==> src/rtl/vdic_arg_collector.sv <==
// rtl/vdic_arg_collector.sv - VDIC operand/command collector with parity check and operand replay
module vdic_arg_collector #(
    parameter int DATA_W   = 8,
    parameter int MAX_ARGS = 9
) (
    input  logic              clk,
    input  logic              rst_n,
    input  logic              in_valid,
    output logic              in_ready,
    input  logic [DATA_W-1:0] in_data,
    input  logic              in_ctl,
    input  logic              in_parity,
    output logic              op_valid,
    input  logic              op_ready,
    output logic [DATA_W-1:0] op_cmd,
    output logic [DATA_W-1:0] op_arg,
    output logic              op_first,
    output logic              op_last,
    output logic              sts_valid,
    output logic [7:0]        sts_code
);

    localparam int CNT_W = $clog2(MAX_ARGS + 1);

    // Status bit encoding shared with the rest of the datapath
    localparam logic [7:0] STS_BAD_CMD  = 8'h80;
    localparam logic [7:0] STS_CMD_PAR  = 8'h40;
    localparam logic [7:0] STS_DATA_PAR = 8'h20;
    localparam logic [7:0] STS_OVF      = 8'h02;
    localparam logic [7:0] STS_ARGS     = 8'h01;

    typedef enum logic {
        COLLECT = 1'b0,
        ISSUE   = 1'b1
    } state_t;

    state_t             state_q, state_d;
    logic [CNT_W-1:0]   count_q, count_d;
    logic [CNT_W-1:0]   idx_q, idx_d;
    logic               ovf_q, ovf_d;
    logic               dpar_q, dpar_d;
    logic               in_ready_q, in_ready_d;
    logic [DATA_W-1:0]  cmd_q, cmd_d;
    logic               sts_valid_q, sts_valid_d;
    logic [7:0]         sts_code_q, sts_code_d;
    logic [DATA_W-1:0]  stack_q [MAX_ARGS];
    logic [DATA_W-1:0]  stack_d [MAX_ARGS];

    logic               parity_ok;
    logic               cmd_known;
    logic               cmd_is_nop;
    logic               in_fire;
    logic               beat_last;
    logic [7:0]         status;

    assign parity_ok  = ~^{in_parity, in_ctl, in_data};
    assign in_fire    = in_valid & in_ready_q;
    assign cmd_is_nop = (in_data == '0);
    assign beat_last  = (idx_q == count_q - CNT_W'(1));

    // Command code whitelist: NOP plus the five arithmetic operations
    always_comb begin
        cmd_known = 1'b0;
        if (in_data == DATA_W'(8'h00) || in_data == DATA_W'(8'h01) ||
            in_data == DATA_W'(8'h02) || in_data == DATA_W'(8'h03) ||
            in_data == DATA_W'(8'h10) || in_data == DATA_W'(8'h20)) begin
            cmd_known = 1'b1;
        end
    end

    // Frame status: a bad command parity masks the code-dependent checks
    always_comb begin
        status = 8'h00;
        if (!parity_ok) begin
            status = status | STS_CMD_PAR;
        end else if (!cmd_known) begin
            status = status | STS_BAD_CMD;
        end else if (!cmd_is_nop && count_q < CNT_W'(2)) begin
            status = status | STS_ARGS;
        end
        if (ovf_q) begin
            status = status | STS_OVF;
        end
        if (dpar_q) begin
            status = status | STS_DATA_PAR;
        end
    end

    // Next-state logic: stack operands, judge the command, replay beats
    always_comb begin
        state_d     = state_q;
        count_d     = count_q;
        idx_d       = idx_q;
        ovf_d       = ovf_q;
        dpar_d      = dpar_q;
        cmd_d       = cmd_q;
        stack_d     = stack_q;
        sts_valid_d = 1'b0;
        sts_code_d  = 8'h00;

        case (state_q)
            COLLECT: begin
                if (in_fire) begin
                    if (!in_ctl) begin
                        if (!parity_ok) begin
                            dpar_d = 1'b1;
                        end else if (count_q == CNT_W'(MAX_ARGS)) begin
                            ovf_d = 1'b1;
                        end else begin
                            stack_d[count_q] = in_data;
                            count_d          = count_q + CNT_W'(1);
                        end
                    end else if (status != 8'h00 || cmd_is_nop) begin
                        sts_valid_d = (status != 8'h00);
                        sts_code_d  = status;
                        count_d     = '0;
                        ovf_d       = 1'b0;
                        dpar_d      = 1'b0;
                        for (int i = 0; i < MAX_ARGS; i++) begin
                            stack_d[i] = '0;
                        end
                    end else begin
                        cmd_d   = in_data;
                        idx_d   = '0;
                        state_d = ISSUE;
                    end
                end
            end
            ISSUE: begin
                if (op_ready) begin
                    if (beat_last) begin
                        count_d = '0;
                        ovf_d   = 1'b0;
                        dpar_d  = 1'b0;
                        state_d = COLLECT;
                    end else begin
                        idx_d = idx_q + CNT_W'(1);
                    end
                end
            end
            default: state_d = COLLECT;
        endcase

        in_ready_d = (state_d == COLLECT);
    end

    // State and datapath registers; in_ready stays low until the first edge after reset
    always_ff @(posedge clk or negedge rst_n) begin
        if (!rst_n) begin
            state_q     <= COLLECT;
            count_q     <= '0;
            idx_q       <= '0;
            ovf_q       <= 1'b0;
            dpar_q      <= 1'b0;
            in_ready_q  <= 1'b0;
            cmd_q       <= '0;
            sts_valid_q <= 1'b0;
            sts_code_q  <= 8'h00;
            for (int i = 0; i < MAX_ARGS; i++) begin
                stack_q[i] <= '0;
            end
        end else begin
            state_q     <= state_d;
            count_q     <= count_d;
            idx_q       <= idx_d;
            ovf_q       <= ovf_d;
            dpar_q      <= dpar_d;
            in_ready_q  <= in_ready_d;
            cmd_q       <= cmd_d;
            sts_valid_q <= sts_valid_d;
            sts_code_q  <= sts_code_d;
            stack_q     <= stack_d;
        end
    end

    assign in_ready  = in_ready_q;
    assign op_valid  = (state_q == ISSUE);
    assign op_cmd    = cmd_q;
    assign op_arg    = (state_q == ISSUE) ? stack_q[idx_q] : '0;
    assign op_first  = (state_q == ISSUE) && (idx_q == '0);
    assign op_last   = (state_q == ISSUE) && beat_last;
    assign sts_valid = sts_valid_q;
    assign sts_code  = sts_code_q;

endmodule

==> config.mk <==
export PLATFORM = sky130hd
export DESIGN_NAME = vdic_arg_collector
export DESIGN_NICKNAME = d
export VERILOG_FILES = /design/src/rtl/vdic_arg_collector.sv
export SDC_FILE = /design/constraint.sdc
export NUM_CORES = 1
export LEC_CHECK = 0
export ABC_AREA = 1
export CAP_MARGIN = 15
export CELL_PAD_IN_SITES_DETAIL_PLACEMENT = 1
export CELL_PAD_IN_SITES_GLOBAL_PLACEMENT = 1
export CORE_ASPECT_RATIO = 0.8
export CORE_MARGIN = 3
export CORE_UTILIZATION = 47
export DETAILED_ROUTE_END_ITERATION = 8
export PLACE_DENSITY = 0.92
export SLEW_MARGIN = 5
export SYNTH_ARGS = -nofsm -noshare
export SYNTH_HDL_FRONTEND = slang
export SYNTH_SLANG_ARGS = --single-unit
==> constraint.sdc <==
create_clock -name clk -period 3.46 [get_ports clk]
set_clock_uncertainty 0.15 [all_clocks]
set_input_delay 0.692 -clock clk [delete_from_list [all_inputs] [get_ports clk]]
set_output_delay 0.692 -clock clk [all_outputs]
set_load 0.01 [all_outputs]
## Yosys cells after proc, flatten, opt, wreduce, memory -nomap -nowiden

Cells that the tools add are included.

- Register bits: 101
- Bits in latches: 0
- Memory bits (writable): 0
- Memory bits (read-only): 0
- Input bits: 14
- Output and inout bits: 29
- Word-level logic and storage cells: 130
- Memories: 0

- $add $sub $neg: 3
- $mul: 0
- Div/mod/pow operators: 0
- Magnitude comparators: 4
- Equal/unequal tests: 20
- Shifts and indexed selects: 0
- Multiplexer cells: 57
- Bitwise operators: 6
- Reduce and logical (&&, ||, !) cells: 22

Operators by type and width:

| kind | count |
|---|---|
| $mux 72 | 4 |
| $mux 8 | 10 |
| $bwmux 72 | 1 |
| $mux 4 | 12 |
| $bmux 8 s4 | 1 |
| $demux 8 s4 | 1 |
| $mux 1 | 21 |
| $eq 8x2->1 const B | 2 |
| $pmux 4 s2 | 2 |
| $ne 3x3->1 const B | 5 |
| $reduce_and 5->1 | 3 |
| $ne 2x2->1 const B | 6 |
| $reduce_and 6->1 | 2 |
| $ge 5x5->1 const B | 2 |
| $not 4->5 | 2 |
| $reduce_xnor 10->1 | 1 |
| $add 4x1->4 const B | 2 |
| $eq 8x1->1 const B | 1 |
| $eq 8x5->1 const B | 1 |
| $eq 8x6->1 const B | 1 |
| $logic_not 8->1 | 1 |
| $reduce_bool 8->1 | 1 |
| $logic_or 1x1->1 | 6 |
| $mux 6 | 1 |
| other kinds (15) | 23 |

## Longest topological paths before layout

Gate-level depths: netlist (run 1).

- Depth after elaboration: 18
- Gate-level depth with buffers: 15
- Depth with buffers taken out: 14

## Worst setup path after synthesis (run 1)

OpenSTA, ideal clock, no wires.

- Path type: input port to flip-flop
- Start: input port in_data[0]
- End: register stack_q[43] (netlist bit)
- Library setup time: 0.117 ns
- Data arrival time: 2.173 ns
- Required time: 3.193 ns
- Setup slack: 1.019 ns
- Stages: 13
- Path buffers: 1
- Cell sequence: inv_1 > ha_1 > inv_1 > nand2_1 > nand2_1 > nand2_1 > nand3_1 > nand3_1 > a21oi_4 > buf_6 > nand3_2 > nand2_1 > nand2_1

- Longest elaborated chain between the ends: 15

RTL lines:

| item | line | source |
|---|---|---|
| start: declaration | 10 | `input logic [DATA_W-1:0] in_data,` |
| $eq 8x1->1 or $logic_not 8->1 (tied branches) | 64, 58 |  |
| $logic_or 1x1->1 (2 in a row) | 64 | `if (in_data == DATA_W'(8'h00) \|\| in_data == DATA_W'(8'h01) \|\|` |
| $logic_or 1x1->1 (2 in a row) | 65 | `in_data == DATA_W'(8'h02) \|\| in_data == DATA_W'(8'h03) \|\|` |
| $logic_or 1x1->1 | 66 | `in_data == DATA_W'(8'h10) \|\| in_data == DATA_W'(8'h20)) begin` |
| $mux 1 | 64 |  |
| $mux 8 | 76 | `end else if (!cmd_known) begin` |
| $mux 8 | 74 | `if (!parity_ok) begin` |
| $mux 2 | 81 | `if (ovf_q) begin` |
| $mux 6 | 84 | `if (dpar_q) begin` |
| $reduce_bool 8->1 | 113 | `end else if (status != 8'h00 \|\| cmd_is_nop) begin` |
| $logic_or 1x1->1 | 113 |  |
| $ne 2x1->1 (no source line) | -- |  |
| $reduce_and 5->1 (no source line) * | -- |  |
| end signal: assignment | 172 | `stack_q <= stack_d;` |
| end: declaration | 46 | `logic [DATA_W-1:0] stack_q [MAX_ARGS];` |

Every way passes the cells marked *; elsewhere a longest branch is shown, timed or not.
A chain may end at the register's enable or synchronous reset.

## Worst setup path in the final report (run 1)

- Start: register idx_q[0]
- End: output port op_arg[7]

- Longest elaborated chain between the ends: 5

RTL lines:

| item | line | source |
|---|---|---|
| start: declaration | 39 | `logic [CNT_W-1:0] idx_q, idx_d;` |
| start signal: assignment | 165 | `idx_q <= idx_d;` |
| $not 4->5 (implied by the code) | 179 | `assign op_arg = (state_q == ISSUE) ? stack_q[idx_q] : '0;` |
| $bmux 8 s4 | 179 |  |
| $mux 8 (implied by the code) (2 in a row) | 179 |  |
| $mux 8 | 179 |  |
| end: declaration | 16 | `output logic [DATA_W-1:0] op_arg,` |

Every way passes these cells. The select of a mux whose other input is x is not followed.

==> impl_metrics.yaml, run 1 <==
place:
  place_worst_setup_slack_ns: -0.03446
  io_buffers: 39
  placedCellCount: 875
  place_hpwl_um: 12950
  gp_congestion: 0.8736
floorplan:
  die_area_um2: 13150
  core-area_um2: 11190
  dieWidth_um: 127.5
  die_h_um: 103.2
  row_count: 34
  floorplan.initialDensity: 0.4959
  io_pins: 43
power:
  powerDensity_nw_per_um2: 760.7
  p_sw_w: 0.002215
  p_clk_frac: 0.194
  comb_power_share: 0.485
  pwr-share-seq: 0.321
  sw_frac_of_total: 0.4587
  p_leak_nw: 3.168
  ir_worst_vdd_uv: 341.6
  internal_power_w: 0.002614
synthesis:
  synth_edf_count: 0
  ys_ff_latch: 98
  netlist_area_um2: 5548
  ys_types: 34
  syn_avg_cell_area_um2: 7.892
  async_reset_ff_frac: 1.000
  synth_warnings: 0
  synth_cells: 703
  ys_seq_area_frac: 0.4420
  ys.flop_type: "dfrtp_1"
global_route:
  antenna_found_initial: 0
  grt_pass1_wl_um: 30380
  grt_max_degree: 57
  grt.overflow.total: 0
  track_usage: 0.2944
  grt_pass1_vias: 5582
critical_path:
  max_stage_delay_ns: 0.58
  worst-path-max-fanout: 32
  worstPathArrival_ns: 2.48
  cp-end-kind: "output pin"
  worst_path_max_delay_cell: "clkdlybuf4s50_1"
  cp_num_buf_inv: 3
  crit_chain: "inv_1 > buf_12 > o21ai_0 > o22ai_1 > o211ai_1 > a21oi_1 > clkdlybuf4s50_1"
  worstPathRequired_ns: 2.62
  reg2reg_from: "count_q[0]"
  critPathLaunchType: "register"
  cp-startpoint: "idx_q[0]"
  cp_top_family: "buffers and inverters"
  path_class: "register to output pin"
detailed_routing:
  drc: 0
  dr.pass1.iters: 5
  ant_nets: 0
  routed_wl_um: 18600
  first_iter_violations: 528
  viasPerCell: 6.100
  vias: 5429
  wl_per_cell_um: 20.90
clocking:
  postCtsSetupBuffers: 0
  clk_latency_ns: 0.35
  cts-root-buf: "clkbuf_16"
  cts-htree-levels: 3
  cts_tree: "done"
  clkSlewWorstSetupHoldPaths_ns: 0.07
  cts_buffers: 9
  cts_sinks: 98
  cts_hold_repair.buffers: 0
  clk_path_buf_depth: 2
timing:
  setup_ws_ns: 0.1365
  hold_viol: 0
  fin_crit_sh: 0.9605
  timing.fmax_mhz: 300.9
  slew_viol_final: 0
  worst_pin_slew_ns: 0.7758
  maxSlewHeadroom: 0.4828
  rsz0062_at_grt: "false"
  fin_crit_ns: 3.323
  setup_violations: 0
cells_and_area:
  antenna_cells: 0
  area_growth_pct: 14.43
  layout_commonest_cell: "nand2_1"
  fin_cells: 890
  drive_gt1_frac: 0.08579
  final_cell_mix: "nand2_1, dfrtp_1, nand4_1, nor2_1, o21ai_0"
  fin_nets: 772
job:
  cap_violations: 0
worst_hold_path:
  hold_path.class: "primary input to asynchronous set/reset pin"
status:
  outcome: "completed"
## synth_stat cells, types with 8 or more instances
cell type	n	area, µm²
ha_1	16	200.2
nand2_1	221	829.6
clkbuf_1	14	52.55
dfrtp_1	98	2452
nand3_1	27	135.1
buf_6	17	191.4
o21ai_0	43	215.2
nand4_1	80	500.5
a21oi_1	10	50.05
o21ai_1	8	40.04
o221ai_1	10	87.58
nor2_1	68	255.2
inv_1	40	150.1
## flip-flops by register name, summed over array words and instances (netlist names)
| register | cells |
|---|---|
| dpar_q | 1 |
| sts_valid | 1 |
| in_ready | 1 |
| op_valid | 1 |
| count_q | 4 |
| stack_q | 72 |
| ovf_q | 1 |
| idx_q | 4 |
| sts_code | 5 |
| op_cmd | 8 |
## routing by layer
| layer | share of wire | up-vias | GRT usage |
|---|---|---|---|
| li1 | - | 2449 | - |
| met3 | 0.066 | 20 | 0.06314 |
| met1 | 0.45 | 2747 | 0.4021 |
| met2 | 0.48 | 213 | 0.4816 |
| met5 | 0 | - | 0 |
| met4 | 0.013 | 0 | 0.07997 |
## power groups by stage
stage	logic, W	clock network [W]	registers [W]
finish	0.00234	0.000938	0.00155
floorplan	0.00150	0	0.00152
CTS	0.00228	0.000948	0.00154
global route	0.00254	0.000990	0.00157
global placement	0.00213	0	0.00154
detailed placement	0.00224	0	0.00156
## worst paths after layout
path / endpoint / cells after the start / slack [ns]
max reg2reg: op_cmd[1] / 10 / 0.89
min: op_valid / 1 / 0.24
min in group clk: stack_q[60] / 2 / 0.33
min reg2reg: stack_q[60] / 2 / 0.33
max in group asynchronous: stack_q[7] / 2 / 2.22
max: op_arg[7] / 7 / 0.14
## area by class of cell
type                    instances  area [µm²]
flip-flops and latches         98        2454
multi-input cells             525        2665
clock inverters                 6       45.04
repair buffers                 65       611.8
fillers                      1378        4840
clock buffers                   9       225.2
well taps                     144       180.2
inverters                      43       167.7
## worst register-to-register path, delay by kind of cell (launching register included)
family	cells	cell delay, ns
flops	1	0.45
buf+inv	1	0.12
compound gates	1	0.09
xor+xnor	1	0.21
simple gates	6	1.08
fa+ha+maj	1	0.36
## what timing repair did
action / in CTS / in global routing
resized for setup: 1 / 5
setup endpoints to repair: 2 / 9
pin swaps: 0 / 0
## cell families after synthesis
group / after synthesis / synth area share
adder cells (fa/ha/maj): 16 / 0.03608
flip-flops: 98 / 0.4420
XOR/XNOR: 7 / 0.01105
other: 1 / 0.0006759
buffers and inverters: 82 / 0.08277
AND/OR/NAND/NOR: 414 / 0.3372
AO/OA/AOI/OAI: 85 / 0.09021
## through the flow
| stage | hold WS [ns] | util | cell area, µm² | power, W | TNS (ns) |
|---|---|---|---|---|---|
| 3_5_place_dp | 0.3076 | 0.5406 | 6048 | 0.003796 | -0.1013 |
| 3_3_place_gp | 0.2990 | 0.5406 | 6048 | 0.003667 | 0 |
| 4_1_cts | 0.2797 | 0.5651 | 6322 | 0.004765 | 0 |
| 5_1_grt | 0.3029 | 0.5674 | 6349 | 0.005106 | 0 |
| 2_1_floorplan | 0.2464 | - | 5555 | 0.003021 | 0 |
| 6_report | 0.2436 | 0.5674 | 6349 | 0.004829 | 0 |
Power figures use the tool's default switching activity.
==> inputs of run 2 (changes only) <==
--- a/config.mk
+++ b/config.mk
@@ -6,7 +6,6 @@
 export NUM_CORES = 1
 export LEC_CHECK = 0
 export ABC_AREA = 1
-export CAP_MARGIN = 15
 export CELL_PAD_IN_SITES_DETAIL_PLACEMENT = 1
 export CELL_PAD_IN_SITES_GLOBAL_PLACEMENT = 1
 export CORE_ASPECT_RATIO = 0.8
@@ -14,6 +13,7 @@
 export CORE_UTILIZATION = 47
 export DETAILED_ROUTE_END_ITERATION = 8
 export PLACE_DENSITY = 0.92
+export RECOVER_POWER = 50
 export SLEW_MARGIN = 5
 export SYNTH_ARGS = -nofsm -noshare
 export SYNTH_HDL_FRONTEND = slang
==> impl_metrics.yaml, run 2 (same netlist as run 1, synthesis figures left out) <==
status:
  outcome: "completed"
timing:
  fin_crit_sh: 0.9632
  slew_viol_final: 0
  setup_violations: 0
  worst_pin_slew_ns: 1.466
  timing.fmax_mhz: 300.1
  hold_viol: 0
  maxSlewHeadroom: 0.02268
  rsz0062_at_grt: "false"
  fin_crit_ns: 3.333
  holdWs_ns: 0.3258
detailed_routing:
  first_iter_violations: 529
  vias: 5478
  dr.pass1.iters: 5
  viasPerCell: 6.155
  routed_wl_um: 18600
  drc: 0
  wl_per_cell_um: 20.89
  ant_nets: 0
floorplan:
  core-area_um2: 11190
  row_count: 34
  dieWidth_um: 127.5
  io_pins: 43
  die_h_um: 103.2
  die_area_um2: 13150
  floorplan.initialDensity: 0.4959
clocking:
  clk_latency_ns: 0.35
  cts-htree-levels: 3
  clk_path_buf_depth: 2
  clkSlewWorstSetupHoldPaths_ns: 0.07
  cts-root-buf: "clkbuf_16"
  cts_buffers: 9
  cts_tree: "done"
  cts_sinks: 98
cells_and_area:
  fin_util: 0.5659
  largest_reg_flops: 72
  antenna_cells: 0
  top_register: "stack_q"
  n_fill_cell: 1381
  fin_nets: 772
  ff_latch_area_um2: 2454
  final_cell_mix: "nand2_1, dfrtp_1, nand4_1, nor2_1, o21ai_0"
  area_growth_pct: 14.12
  drive_gt1_frac: 0.08579
  multi_input_area_um2: 2665
  layout_commonest_cell: "nand2_1"
global_route:
  grt_pass1_vias: 5582
  met3_usage: 0.06314
  track_usage: 0.2944
  antenna_found_initial: 0
  use_met1: 0.4021
  grt_pass1_wl_um: 30380
  gr-usage-met2: 0.4816
  top_usage_layer: "met2"
  grt_max_degree: 57
  grt.overflow.total: 0
critical_path:
  worst_path_max_delay_cell: "clkdlybuf4s50_1"
  reg2reg_from: "count_q[0]"
  r2r-end: "op_cmd[1]"
  worst_r2r_path_depth: 10
  cp_top_family: "buffers and inverters"
  cp_num_buf_inv: 3
  cp-end-kind: "output pin"
  r2r_setup_slack_ns: 0.90
  worst-path-max-fanout: 32
  critPathLaunchType: "register"
  path_class: "register to output pin"
  worstPathRequired_ns: 2.62
  worstPathArrival_ns: 2.49
  crit_chain: "inv_1 > buf_12 > o21ai_0 > o22ai_1 > o211ai_1 > a21oi_1 > clkdlybuf4s50_1"
  max_stage_delay_ns: 0.57
worst_hold_path:
  hold_path.class: "register to register"
  hold_depth: 2
  min_to: "stack_q[50]"
  hold_start: "stack_q[50]"
job:
  cap_violations: 0
power:
  ir_worst_vdd_uv: 339.6
  p_leak_nw: 3.196
  powerDensity_nw_per_um2: 760.3
place:
  place_hpwl_um: 12950
  gp_congestion: 0.8736
  io_buffers: 39
==> run 2: cell types whose count changed in the layout (fill, tap and decap cells not counted) <==
cell | previous run | this run
clkbuf_2 | 0 | 2
dlygate4sd3_1 | 0 | 13
buf_4 | 24 | 23
buf_12 | 2 | 1
clkdlybuf4s50_1 | 38 | 25
==> run 2: power by group <==
part,internal [W],total [W],switching (W)
sequential,0.00137,0.00155,0.000176
combinational,0.000743,0.00233,0.00159
clock,0.000485,0.000938,0.000453
==> run 2: cell type report <==
class | instances | area share
clock buffers | 9 | 0.03557
multi-input cells | 525 | 0.4209
repair buffers | 65 | 0.09387
inverters | 43 | 0.02648
flip-flops and latches | 98 | 0.3875
well taps | 144 | 0.02846
clock inverters | 6 | 0.007115
==> run 2: per-layer routing <==
layer	wire, µm	up-vias	share of wire
li1	-	2449	-
met1	8219	2785	0.44
met2	8831	217	0.47
met3	1258	27	0.068
met4	285	0	0.015
met5	0	-	0
==> run 2: tightest hold or removal path, delay by kind of cell, from the launching register on <==
kind          cells  cell delay (ns)
flops             1             0.35
simple gates      2             0.11
==> run 2: metrics by stage <==
stage	total power [W]	setup TNS [ns]	setup WS (ns)	instance area (µm²)	std cells
2_1_floorplan	0.003021	0	1.019	5555	705
3_3_place_gp	0.003667	0	0.1824	6048	875
3_5_place_dp	0.003796	-0.1013	-0.03446	6048	875
4_1_cts	0.004765	0	0.01737	6322	890
5_1_grt	0.005088	0	0.007218	6331	890
6_report	0.004814	0	0.1272	6331	890
==> run 2: how the worst max path moves through the flow <==
stage,from,to,slack [ns],cells past startpoint
global placement,in_data[1],stack_q[15],0.18,13
detailed placement,in_data[1],stack_q[15],-0.03,13
CTS,idx_q[0],op_arg[3],0.02,5
global route,idx_q[0],op_arg[4],0.007,7
finish,idx_q[0],op_arg[7],0.13,7
floorplan,in_data[0],stack_q[43],1.02,13
==> run 2: what timing repair did <==
item	CTS	global route
hold buffers	0	0
pin swaps	0	0
setup endpoints to repair	2	9
buffers inserted	0	0
gates resized for setup	1	5
